$ cat src/rtl/cpu_run_ctrl.sv
// cpu_run_ctrl: program/run/inspect sequencer for the CPU core.
//
// Lifecycle: stream a program into instruction memory (IDLE), pulse a
// pipeline flush (FLUSH), let the core run until hlt or timeout (RUN), then
// dump all 32 registers (DREG) and the low data-memory words (DMEM) over a
// valid/ready stream, and finish in DONE.
//
// Optional build macro: DUMP_MEM_EN
//   defined   -> DMEM phase dumps data-memory words 0..DUMP_WORDS-1
//   undefined -> DREG goes straight to DONE; addr_sel_test/mem_addr_test tie 0
//
// Handshake rule for both streams (load_* and dump_*): a transfer happens on
// a rising edge where valid and ready are both 1. A producer holding valid
// keeps its data stable until that edge; ready without valid is ignored.
//
// Ports:
//   clk, rst                      clock, synchronous active-high reset
//   load_valid/data/last/ready    program word stream into the controller
//   start                         run request (level)
//   inst_wr/addr/data             instruction memory write port
//   cpu_hlt, cpu_run, cpu_flush   core halt status, run enable, flush pulse
//   reg_sel_test/reg_index_test   register-file read override, reg_rd_data back
//   addr_sel_test/mem_addr_test   data-memory address override, mem_rd_data back
//   dump_valid/ready/data/is_mem/index   result stream
//   cycle_count, timeout, done    run statistics and completion flag
//   state                         FSM state: IDLE=0 FLUSH=1 RUN=2 DREG=3 DMEM=4 DONE=5
module cpu_run_ctrl #(
  parameter int MAX_PROG    = 1024,
  parameter int RUN_TIMEOUT = 4096,
  parameter int DUMP_WORDS  = 32
) (
  input  logic        clk,
  input  logic        rst,
  input  logic        load_valid,
  input  logic [63:0] load_data,
  input  logic        load_last,
  output logic        load_ready,
  input  logic        start,
  output logic        inst_wr,
  output logic [63:0] inst_addr,
  output logic [63:0] inst_data,
  input  logic        cpu_hlt,
  output logic        cpu_run,
  output logic        cpu_flush,
  output logic        reg_sel_test,
  output logic [4:0]  reg_index_test,
  input  logic [63:0] reg_rd_data,
  output logic        addr_sel_test,
  output logic [63:0] mem_addr_test,
  input  logic [63:0] mem_rd_data,
  output logic        dump_valid,
  input  logic        dump_ready,
  output logic [63:0] dump_data,
  output logic        dump_is_mem,
  output logic [9:0]  dump_index,
  output logic [31:0] cycle_count,
  output logic        timeout,
  output logic        done,
  output logic [2:0]  state
);

  typedef enum logic [2:0] {
    S_IDLE  = 3'd0,
    S_FLUSH = 3'd1,
    S_RUN   = 3'd2,
    S_DREG  = 3'd3,
    S_DMEM  = 3'd4,
    S_DONE  = 3'd5
  } state_t;

  localparam int CNT_W = $clog2(MAX_PROG + 1);

  state_t           st;
  logic [CNT_W-1:0] load_cnt;
  logic             present;   // 0 = SETUP (index driven), 1 = PRESENT (entry offered)
  logic [9:0]       idx;
  logic             beat;

  // load_ready is held low while rst is high so every output reads 0 in reset.
  assign load_ready = (st == S_IDLE) && (load_cnt < CNT_W'(MAX_PROG)) && !rst;
  assign beat       = load_valid && load_ready;
  assign inst_wr    = beat;
  assign inst_addr  = beat ? 64'(load_cnt) : 64'd0;
  assign inst_data  = beat ? load_data : 64'd0;

  assign cpu_run        = (st == S_RUN);
  assign cpu_flush      = (st == S_FLUSH);
  assign reg_sel_test   = (st == S_DREG);
  assign reg_index_test = (st == S_DREG) ? idx[4:0] : 5'd0;
  assign done           = (st == S_DONE);
  assign state          = st;

`ifdef DUMP_MEM_EN
  assign addr_sel_test = (st == S_DMEM);
  assign mem_addr_test = (st == S_DMEM) ? 64'(idx) : 64'd0;
  logic unused_in;
  assign unused_in = load_last;
`else
  assign addr_sel_test = 1'b0;
  assign mem_addr_test = 64'd0;
  logic unused_in;
  assign unused_in = load_last ^ (^mem_rd_data) ^ (DUMP_WORDS != 0);
`endif

  always_ff @(posedge clk) begin
    if (rst) begin
      st          <= S_IDLE;
      load_cnt    <= '0;
      present     <= 1'b0;
      idx         <= 10'd0;
      dump_valid  <= 1'b0;
      dump_data   <= 64'd0;
      dump_is_mem <= 1'b0;
      dump_index  <= 10'd0;
      cycle_count <= 32'd0;
      timeout     <= 1'b0;
    end else begin
      case (st)
        S_IDLE: begin
          // A load beat takes priority over start in the same cycle.
          if (beat) begin
            load_cnt <= load_cnt + 1'b1;
          end else if (start && (load_cnt != '0)) begin
            st <= S_FLUSH;
          end
        end

        S_FLUSH: begin
          cycle_count <= 32'd0;
          timeout     <= 1'b0;
          present     <= 1'b0;
          idx         <= 10'd0;
          st          <= S_RUN;
        end

        S_RUN: begin
          if (cycle_count != 32'hFFFF_FFFF) cycle_count <= cycle_count + 32'd1;
          // hlt wins over a simultaneous timeout; the hlt cycle is counted.
          if (cpu_hlt) begin
            st <= S_DREG;
          end else if (cycle_count == 32'(RUN_TIMEOUT - 1)) begin
            timeout <= 1'b1;
            st      <= S_DREG;
          end
        end

        S_DREG: begin
          if (!present) begin
            dump_data   <= reg_rd_data;
            dump_valid  <= 1'b1;
            dump_is_mem <= 1'b0;
            dump_index  <= idx;
            present     <= 1'b1;
          end else if (dump_ready) begin
            dump_valid <= 1'b0;
            present    <= 1'b0;
            if (idx == 10'd31) begin
              idx <= 10'd0;
`ifdef DUMP_MEM_EN
              st  <= S_DMEM;
`else
              st  <= S_DONE;
`endif
            end else begin
              idx <= idx + 10'd1;
            end
          end
        end

`ifdef DUMP_MEM_EN
        S_DMEM: begin
          if (!present) begin
            dump_data   <= mem_rd_data;
            dump_valid  <= 1'b1;
            dump_is_mem <= 1'b1;
            dump_index  <= idx;
            present     <= 1'b1;
          end else if (dump_ready) begin
            dump_valid <= 1'b0;
            present    <= 1'b0;
            if (idx == 10'(DUMP_WORDS - 1)) begin
              idx <= 10'd0;
              st  <= S_DONE;
            end else begin
              idx <= idx + 10'd1;
            end
          end
        end
`endif

        S_DONE: begin
          // start re-runs the loaded program; a new word restarts loading
          // from address 0 without being accepted itself.
          if (start) begin
            st <= S_FLUSH;
          end else if (load_valid) begin
            st       <= S_IDLE;
            load_cnt <= '0;
          end
        end

        default: st <= S_IDLE;
      endcase
    end
  end

endmodule

$ cat config.mk
export PLATFORM = sky130hd
export DESIGN_NAME = cpu_run_ctrl
export DESIGN_NICKNAME = d
export VERILOG_FILES = /design/src/rtl/cpu_run_ctrl.sv
export SDC_FILE = /design/constraint.sdc
export NUM_CORES = 1
export LEC_CHECK = 0
export CORE_AREA = 2 2 203 205
export CTS_BUF_LIST = sky130_fd_sc_hd__clkbuf_8
export DETAILED_ROUTE_END_ITERATION = 12
export DIE_AREA = 0 0 205 207
export GPL_TIMING_DRIVEN = 0
export SETUP_SLACK_MARGIN = 0.05
export SYNTH_ARGS = -nofsm -noshare
export SYNTH_HDL_FRONTEND = slang
export SYNTH_SLANG_ARGS = --single-unit
$ cat constraint.sdc
create_clock -name clk -period 3.6 [get_ports clk]
set_input_delay 1.08 -clock clk [delete_from_list [all_inputs] [get_ports clk]]
set_output_delay 1.08 -clock clk [all_outputs]
set_load 0.02 [all_outputs]
==> key figures, run 1 <==
Setup path
  – Required time worst endpoint: 2.52 ns
  – Worst Setup Path Type: input port to output pin
  – Startpoint Class: input port
  – Data arrival time of the critical path: 2.41 ns
  – CP Max Fanout: 10
  – R2r setup slk: 0.73 ns
  – Critical Path Sink Type: output pin
  – Critical path startpoint: rst
  – Worst R2R Start: cycle_count[0]

Clock tree
  – TritonCTS clock tree: yes
  – Maximum level of the CTS H-tree: 4
  – Clock transition at the register clock pins on the worst setup and hold paths after CTS: 0.08 ns
  – Number of clock sinks: 133
  – Hold_buf cts: 0
  – Root Buffer: sky130_fd_sc_hd__clkbuf_8
  – Clock buffers created by TritonCTS: 17
  – Clk Latency, worst-skew pair: 0.45 ns
  – Maximum root-to-sink buffer count: 2

Die
  – Starting Density: 0.174
  – Core Box Area: 40400 um^2
  – Height of the chip: 207 um
  – Core Rows: 74
  – Die width: 205 um
  – Number of ports placed on the die boundary: 515
  – Die area: 42400 um^2

Synthesis
  – Number of distinct library cell variants in the gate-level netlist after synthesis: 65
  – Syn_area_per_cell: 7.70 um^2
  – Share of async-settable or async-resettable flops after synthesis: 0
  – Main synth FF type: sky130_fd_sc_hd__dfxtp_1
  – Synthesized netlist cell count: 913
  – Flop and latch count out of synthesis: 133
  – Number of enable flip-flop cells after synthesis: 0
  – Sequential element share of the synthesized area: 0.379
  – Post-Synthesis Cell Area: 7030 um^2
  – Yosys warnings: 0

STA
  – Max Fclk: 287 MHz
  – Slew Viols, Final: 0
  – Least setup slack across all paths after layout: 0.114 ns
  – Minimum clock period after layout: 3.49 ns
  – Transition at the pin with the smallest max-transition slack: 0.900 ns
  – Total count of hold-check failures in the final report: 0
  – Setup repair after global routing missed its margin: yes
  – Final critical-path share of the clock period: 0.968
  – Worst Clk Skew: 0.0133 ns
  – Worst slew margin relative to its limit: 0.400
  – Worst hold margin: 0.457 ns
  – Setup violation total in the final timing report: 0

GRT
  – Overflow left after global routing: 0
  – Global Route Usage Sum: 0.124
  – Global-route wire length before repair: 40700 um
  – Maximum number of pins on one net before global-route repair: 17
  – Number of antenna violations at the first check in global routing: 2
  – Number of global-route vias before repair: 7085

Finish
  – Fraction of layout cells with a size suffix above 1: 0.186
  – Register cell area after layout: 2660 um^2
  – Multi-input gate area: 3700 um^2
  – Area Growth Syn to Fin: 66.3%
  – Count of non-filler cells in the finished layout: 1928
  – Fillers: 4423
  – Most used cells in the layout excluding fill and tap cells: 252 x sky130_fd_sc_hd__clkdlybuf4s50_1, 193 x sky130_fd_sc_hd__nand2_1, 132 x sky130_fd_sc_hd__dfxtp_1, 125 x sky130_fd_sc_hd__buf_4, 120 x sky130_fd_sc_hd__conb_1
  – Post-layout net count: 1585
  – Final Instance Area: 11700 um^2
  – Commonest non-fill, non-tap cell in the layout: sky130_fd_sc_hd__clkdlybuf4s50_1

Placement
  – Instance area after placement: 11400 um^2
  – Detailed Place HPWL: 22100 um
  – Post-Place Cells: 1893
  – Final Wtd Congestion: 0.839
  – Port Buf Inserts: 329
  – Post-placement worst setup slack: -1.70 ns

Worst hold path
  – Hold path startpoint: dump_data[50]
  – Hold Path Class: flop to flop

Drt
  – DRC violations left: 0
  – Antenna violation net count after detailed routing: 0
  – Total wirelength of the detailed-routed design: 27500 um
  – Total via count after detailed routing: 7586
  – Wire length per cell after detailed routing: 14.3 um
  – Average via count per standard cell: 3.93
  – Violation count after the first detailed-routing iteration: 418
  – Detailed Routing Iterations Pass 1: 5

Status
  – Run status: finished clean

Pwr
  – Power per cell area: 373 nW/um^2
  – Maximum resistive drop on vdd: 0.169 mV
  – Leakage dissipation: 4.76 nW
  – Total Power Consumption: 4.36 mW

Job
  – Max-cap violations: 0
==> worst paths after layout <==
| check | endpoint | depth (start not counted) |
|---|---|---|
| setup / recovery | inst_data[26] | 8 |
| hold / removal | dump_data[50] | 2 |
| hold reg to reg | dump_data[50] | 2 |
| setup reg to reg | state[0] | 7 |
==> what timing repair did <==
action	4_1_cts	5_1_grt
pin swaps	1	1
resized for setup	243	39
endpoints found under the setup margin	84	58
buffers inserted	1	2
==> registers in the layout, summed over array words and instances (netlist names) <==
register and cells:
idx 10, dump_valid 1, timeout 1, cycle_count 32, load_cnt 11, state 3, dump_data 64, dump_index 10
present 1
==> where the power goes <==
| part | leakage [nW] | internal [mW] | switching, mW |
|---|---|---|---|
| sequential | 1.07 | 1.52 | 0.0473 |
| clock | 0.189 | 0.551 | 0.664 |
| combinational | 3.50 | 0.661 | 0.919 |
| total | 4.76 | 2.73 | 1.63 |
==> cell families after synthesis <==
group / share of synthesized area
AND/OR/NAND/NOR: 0.289
buffers and inverters: 0.163
AO/OA/AOI/OAI: 0.140
flip-flops: 0.379
XOR/XNOR: 0.0162
adder cells (fa/ha/maj): 0.00712
multiplexers: 0.00587
other: 0.000533
==> metal layers <==
| metal | track usage | wire (um) |
|---|---|---|
| met3 | 0.0310 | 2220 |
| met5 | 0 | 13 |
| met1 | 0.144 | 11000 |
| met2 | 0.223 | 13800 |
| met4 | 0.0392 | 507 |
==> through the flow <==
step           utilization  setup TNS, ns
2_1_floorplan            -              0
3_3_place_gp         0.283        -109.59
3_5_place_dp         0.283        -109.26
4_1_cts              0.294        -0.0291
5_1_grt              0.290              0
6_report             0.290              0
==> critical path: stages <==
cell and delay, ns:
sky130_fd_sc_hd__buf_2 0.17, sky130_fd_sc_hd__nor2_4 0.15, sky130_fd_sc_hd__nand3_4 0.14, sky130_fd_sc_hd__inv_4 0.11
sky130_fd_sc_hd__clkbuf_8 0.17, sky130_fd_sc_hd__clkbuf_4 0.18, sky130_fd_sc_hd__and2_1 0.13, sky130_fd_sc_hd__clkdlybuf4s15_2 0.26
==> area by class of cell <==
type	count	area share
diodes	1	0.000214
plain buffers	164	0.0978
clock buffers	17	0.0200
clock inverters	15	0.0113
inverters	10	0.00343
multi-input cells	724	0.317
flip-flops and latches	133	0.228
well taps	532	0.0570
repair buffers	332	0.265
==> cells in the mapped netlist (2+ instances only) <==
master	number	area [um^2]
sky130_fd_sc_hd__nand2_1	193	724
sky130_fd_sc_hd__dfxtp_1	133	2660
sky130_fd_sc_hd__buf_4	120	901
sky130_fd_sc_hd__a21oi_1	112	561
sky130_fd_sc_hd__and2_1	73	457
sky130_fd_sc_hd__nor2_1	52	195
sky130_fd_sc_hd__clkbuf_1	35	131
sky130_fd_sc_hd__nand3_1	18	90.1
sky130_fd_sc_hd__nor4_1	12	75.1
sky130_fd_sc_hd__o21ai_0	12	60.1
sky130_fd_sc_hd__and3_1	11	68.8
sky130_fd_sc_hd__inv_1	10	37.5
sky130_fd_sc_hd__nand4_1	10	62.6
sky130_fd_sc_hd__nor3_1	10	50.1
sky130_fd_sc_hd__a31oi_1	9	56.3
sky130_fd_sc_hd__xnor2_1	7	61.3
sky130_fd_sc_hd__or3_1	6	37.5
sky130_fd_sc_hd__xor2_1	6	52.6
sky130_fd_sc_hd__buf_1	5	18.8
sky130_fd_sc_hd__o31ai_1	5	37.5
sky130_fd_sc_hd__and4_1	4	35.0
sky130_fd_sc_hd__ha_1	4	50.1
sky130_fd_sc_hd__nand2b_1	4	25.0
sky130_fd_sc_hd__or4_1	4	30.0
sky130_fd_sc_hd__a211oi_1	3	22.5
sky130_fd_sc_hd__a41oi_1	3	26.3
sky130_fd_sc_hd__buf_6	3	33.8
sky130_fd_sc_hd__mux2i_1	3	30.0
sky130_fd_sc_hd__o211ai_1	3	22.5
sky130_fd_sc_hd__o21ai_2	3	26.3
sky130_fd_sc_hd__a31o_2	2	17.5
sky130_fd_sc_hd__a32o_1	2	20.0
sky130_fd_sc_hd__nand4_2	2	25.0
sky130_fd_sc_hd__o21a_4	2	30.0
sky130_fd_sc_hd__or3_2	2	15.0
Power figures use the tool's default switching activity.
==> run 2, diff against run 1 <==
--- a/config.mk
+++ b/config.mk
@@ -10,6 +10,7 @@
 export DETAILED_ROUTE_END_ITERATION = 12
 export DIE_AREA = 0 0 205 207
 export GPL_TIMING_DRIVEN = 0
+export RECOVER_POWER = 50
 export SETUP_SLACK_MARGIN = 0.05
 export SYNTH_ARGS = -nofsm -noshare
 export SYNTH_HDL_FRONTEND = slang
==> run 2 against run 1 <==
Count of clock-buffer cells in the layout unchanged. Clock power about the same. Worst hold slack got worse by 0.0046 ns. Critical path depth did not move. Maximum frequency about the same. Worst setup slack gained 0.0021 ns. Critical path type unchanged. Highest routed layer unchanged.
==> key figures, run 2 (synthesis gave the netlist of run 1 again) <==
Status
  – Run status: finished clean

Setup path
  – Number of cells on the worst reg-to-reg path: 7
  – Crit path max-delay family: buffers and inverters
  – Slowest-stage cell, CP: sky130_fd_sc_hd__clkdlybuf4s15_2
  – Total number of cells along the worst setup path: 8
  – Data arrival time of the critical path: 2.40 ns
  – CP Max Fanout: 10
  – Critical Path Sink Type: output pin
  – Worst Setup Path Type: input port to output pin
  – Max stage delay on crit path: 0.26 ns
  – Required time worst endpoint: 2.52 ns
  – Critical path, cell by cell: buf_2 > nor2_4 > nand3_4 > inv_4 > clkbuf_8 > clkbuf_4 > and2_1 > clkdlybuf4s15_2
  – Worst Path Buf+Inv: 5
  – Startpoint Class: input port

Finish
  – Fraction of layout cells with a size suffix above 1: 0.186
  – Commonest non-fill, non-tap cell in the layout: sky130_fd_sc_hd__nand2_1
  – Count of non-filler cells in the finished layout: 1928
  – Reg with most FFs: dump_data
  – Largest regs: dump_data: 64 flops, cycle_count: 32 flops, load_cnt: 11 flops
  – Post-layout net count: 1585
  – Most used cells in the layout excluding fill and tap cells: 193 x sky130_fd_sc_hd__nand2_1, 173 x sky130_fd_sc_hd__clkdlybuf4s50_1, 132 x sky130_fd_sc_hd__dfxtp_1, 125 x sky130_fd_sc_hd__buf_4, 120 x sky130_fd_sc_hd__conb_1
  – Area Growth Syn to Fin: 66.3%
  – Flip-flop count of the largest register after layout: 64
  – Final Instance Area: 11700 um^2

STA
  – Transition at the pin with the smallest max-transition slack: 0.881 ns
  – Setup violation total in the final timing report: 0
  – Max Fclk: 287 MHz
  – Final critical-path share of the clock period: 0.968
  – Total count of hold-check failures in the final report: 0
  – Setup TNS after final layout: 0 ns
  – Setup repair after global routing missed its margin: yes
  – Minimum clock period after layout: 3.48 ns
  – Slew Viols, Final: 0
  – Worst Clk Skew: 0.0141 ns
  – Worst slew margin relative to its limit: 0.397

Pwr
  – Power per cell area: 373 nW/um^2
  – Clock power share: 0.280
  – Switching share of power: 0.375
  – Combinational power share: 0.360
  – Maximum resistive drop on vdd: 0.168 mV
  – Net switching power figure: 1.63 mW
  – Internal power component: 2.72 mW
  – Sequential power share: 0.360
  – Leakage dissipation: 5.03 nW

Clock tree
  – Clock transition at the register clock pins on the worst setup and hold paths after CTS: 0.08 ns
  – Number of clock sinks: 133
  – Maximum root-to-sink buffer count: 2
  – Clock buffers created by TritonCTS: 17
  – Root Buffer: sky130_fd_sc_hd__clkbuf_8
  – Maximum level of the CTS H-tree: 4
  – Hold_buf cts: 0
  – TritonCTS clock tree: yes
  – Clk Latency, worst-skew pair: 0.45 ns

Worst hold path
  – Number of stages on the worst hold path: 2
  – Hold Path Class: flop to flop

GRT
  – Global-route wire length before repair: 40700 um
  – Number of global-route vias before repair: 7085
  – Global Route Usage Sum: 0.124
  – Maximum number of pins on one net before global-route repair: 17
  – Number of antenna violations at the first check in global routing: 3
  – Overflow left after global routing: 0

Drt
  – Total via count after detailed routing: 7582
  – Detailed Routing Iterations Pass 1: 5
  – Antenna violation net count after detailed routing: 0
  – DRC violations left: 0
  – Total wirelength of the detailed-routed design: 27500 um
  – Average via count per standard cell: 3.93
  – Violation count after the first detailed-routing iteration: 413
  – Wire length per cell after detailed routing: 14.3 um

Die
  – Core Rows: 74
  – Number of ports placed on the die boundary: 515
  – Die width: 205 um
  – Die area: 42400 um^2
  – Height of the chip: 207 um
  – Core Box Area: 40400 um^2
  – Starting Density: 0.174

Placement
  – Final Wtd Congestion: 0.839
  – Instance area after placement: 11400 um^2
  – Detailed Place HPWL: 22100 um
  – Post-Place Cells: 1893
  – Port Buf Inserts: 329

Job
  – Max-cap violations: 0
run 2: changes by cell type in the layout (fill, tap and decap cells not counted), sizes merged:
cell,previous run,this run
buf,179,178
clkbuf,50,51
dlygate4sd3,0,79
clkdlybuf4s50,252,173
run 2: what timing repair did:
item / in CTS / in global routing
resized for setup: 243 / 39
setup buffers: 1 / 2
endpoints found under the setup margin: 84 / 58
cloned: 0 / 0
pin swaps: 1 / 1
run 2: worst paths after layout:
kind | startpoint | end | slack [ns]
min | dump_data[50] | dump_data[50] | 0.45
max reg2reg | cycle_count[0] | state[0] | 0.67
max | rst | inst_data[26] | 0.12
min reg2reg | dump_data[50] | dump_data[50] | 0.45
run 2: final cells by class:
class | instances | area, um^2
clock buffer | 17 | 234
sequential | 133 | 2660
buffer | 164 | 1140
multi-input combinational | 724 | 3700
fill | 4423 | 28700
inverter | 10 | 40.0
clock inverter | 15 | 133
timing repair buffer | 332 | 3100
tap | 532 | 666
antenna | 1 | 2.50
run 2: layer usage:
layer	global-route usage	share of wire	vias up	wire [um]
met4	0.0392	0.018	2	495
met1	0.144	0.40	3444	11100
met5	0	0.00047	-	13
met3	0.0310	0.077	28	2120
met2	0.223	0.50	322	13800
li1	-	-	3786	-
run 2: worst register-to-register path: stages (launching register included):
cell	delay, ns
sky130_fd_sc_hd__dfxtp_1	0.42
sky130_fd_sc_hd__ha_1	0.22
sky130_fd_sc_hd__nand3_1	0.26
sky130_fd_sc_hd__nor4_1	0.69
sky130_fd_sc_hd__nand4_1	0.27
sky130_fd_sc_hd__a211oi_1	0.53
sky130_fd_sc_hd__o21ai_0	0.16
sky130_fd_sc_hd__a31o_2	0.27
run 2: power groups by stage:
| stage | Sequential, mW | Clock, mW | Combinational [mW] |
|---|---|---|---|
| 2_1_floorplan | 1.64 | 0 | 0.888 |
| 3_3_place_gp | 1.60 | 0 | 1.58 |
| 3_5_place_dp | 1.60 | 0 | 1.60 |
| 4_1_cts | 1.57 | 1.28 | 1.60 |
| 5_1_grt | 1.58 | 1.34 | 1.68 |
| 6_report | 1.57 | 1.22 | 1.57 |
run 2: through the flow:
stage / util / worst slack (ns) / hold WS [ns] / total power [mW]
detailed placement: 0.283 / -1.70 / 0.447 / 3.20
global placement: 0.283 / -1.71 / 0.442 / 3.18
CTS: 0.294 / -0.0291 / 0.459 / 4.45
floorplan: - / 0.243 / 0.453 / 2.53
global route: 0.290 / 0.0342 / 0.470 / 4.60
finish: 0.290 / 0.116 / 0.452 / 4.35
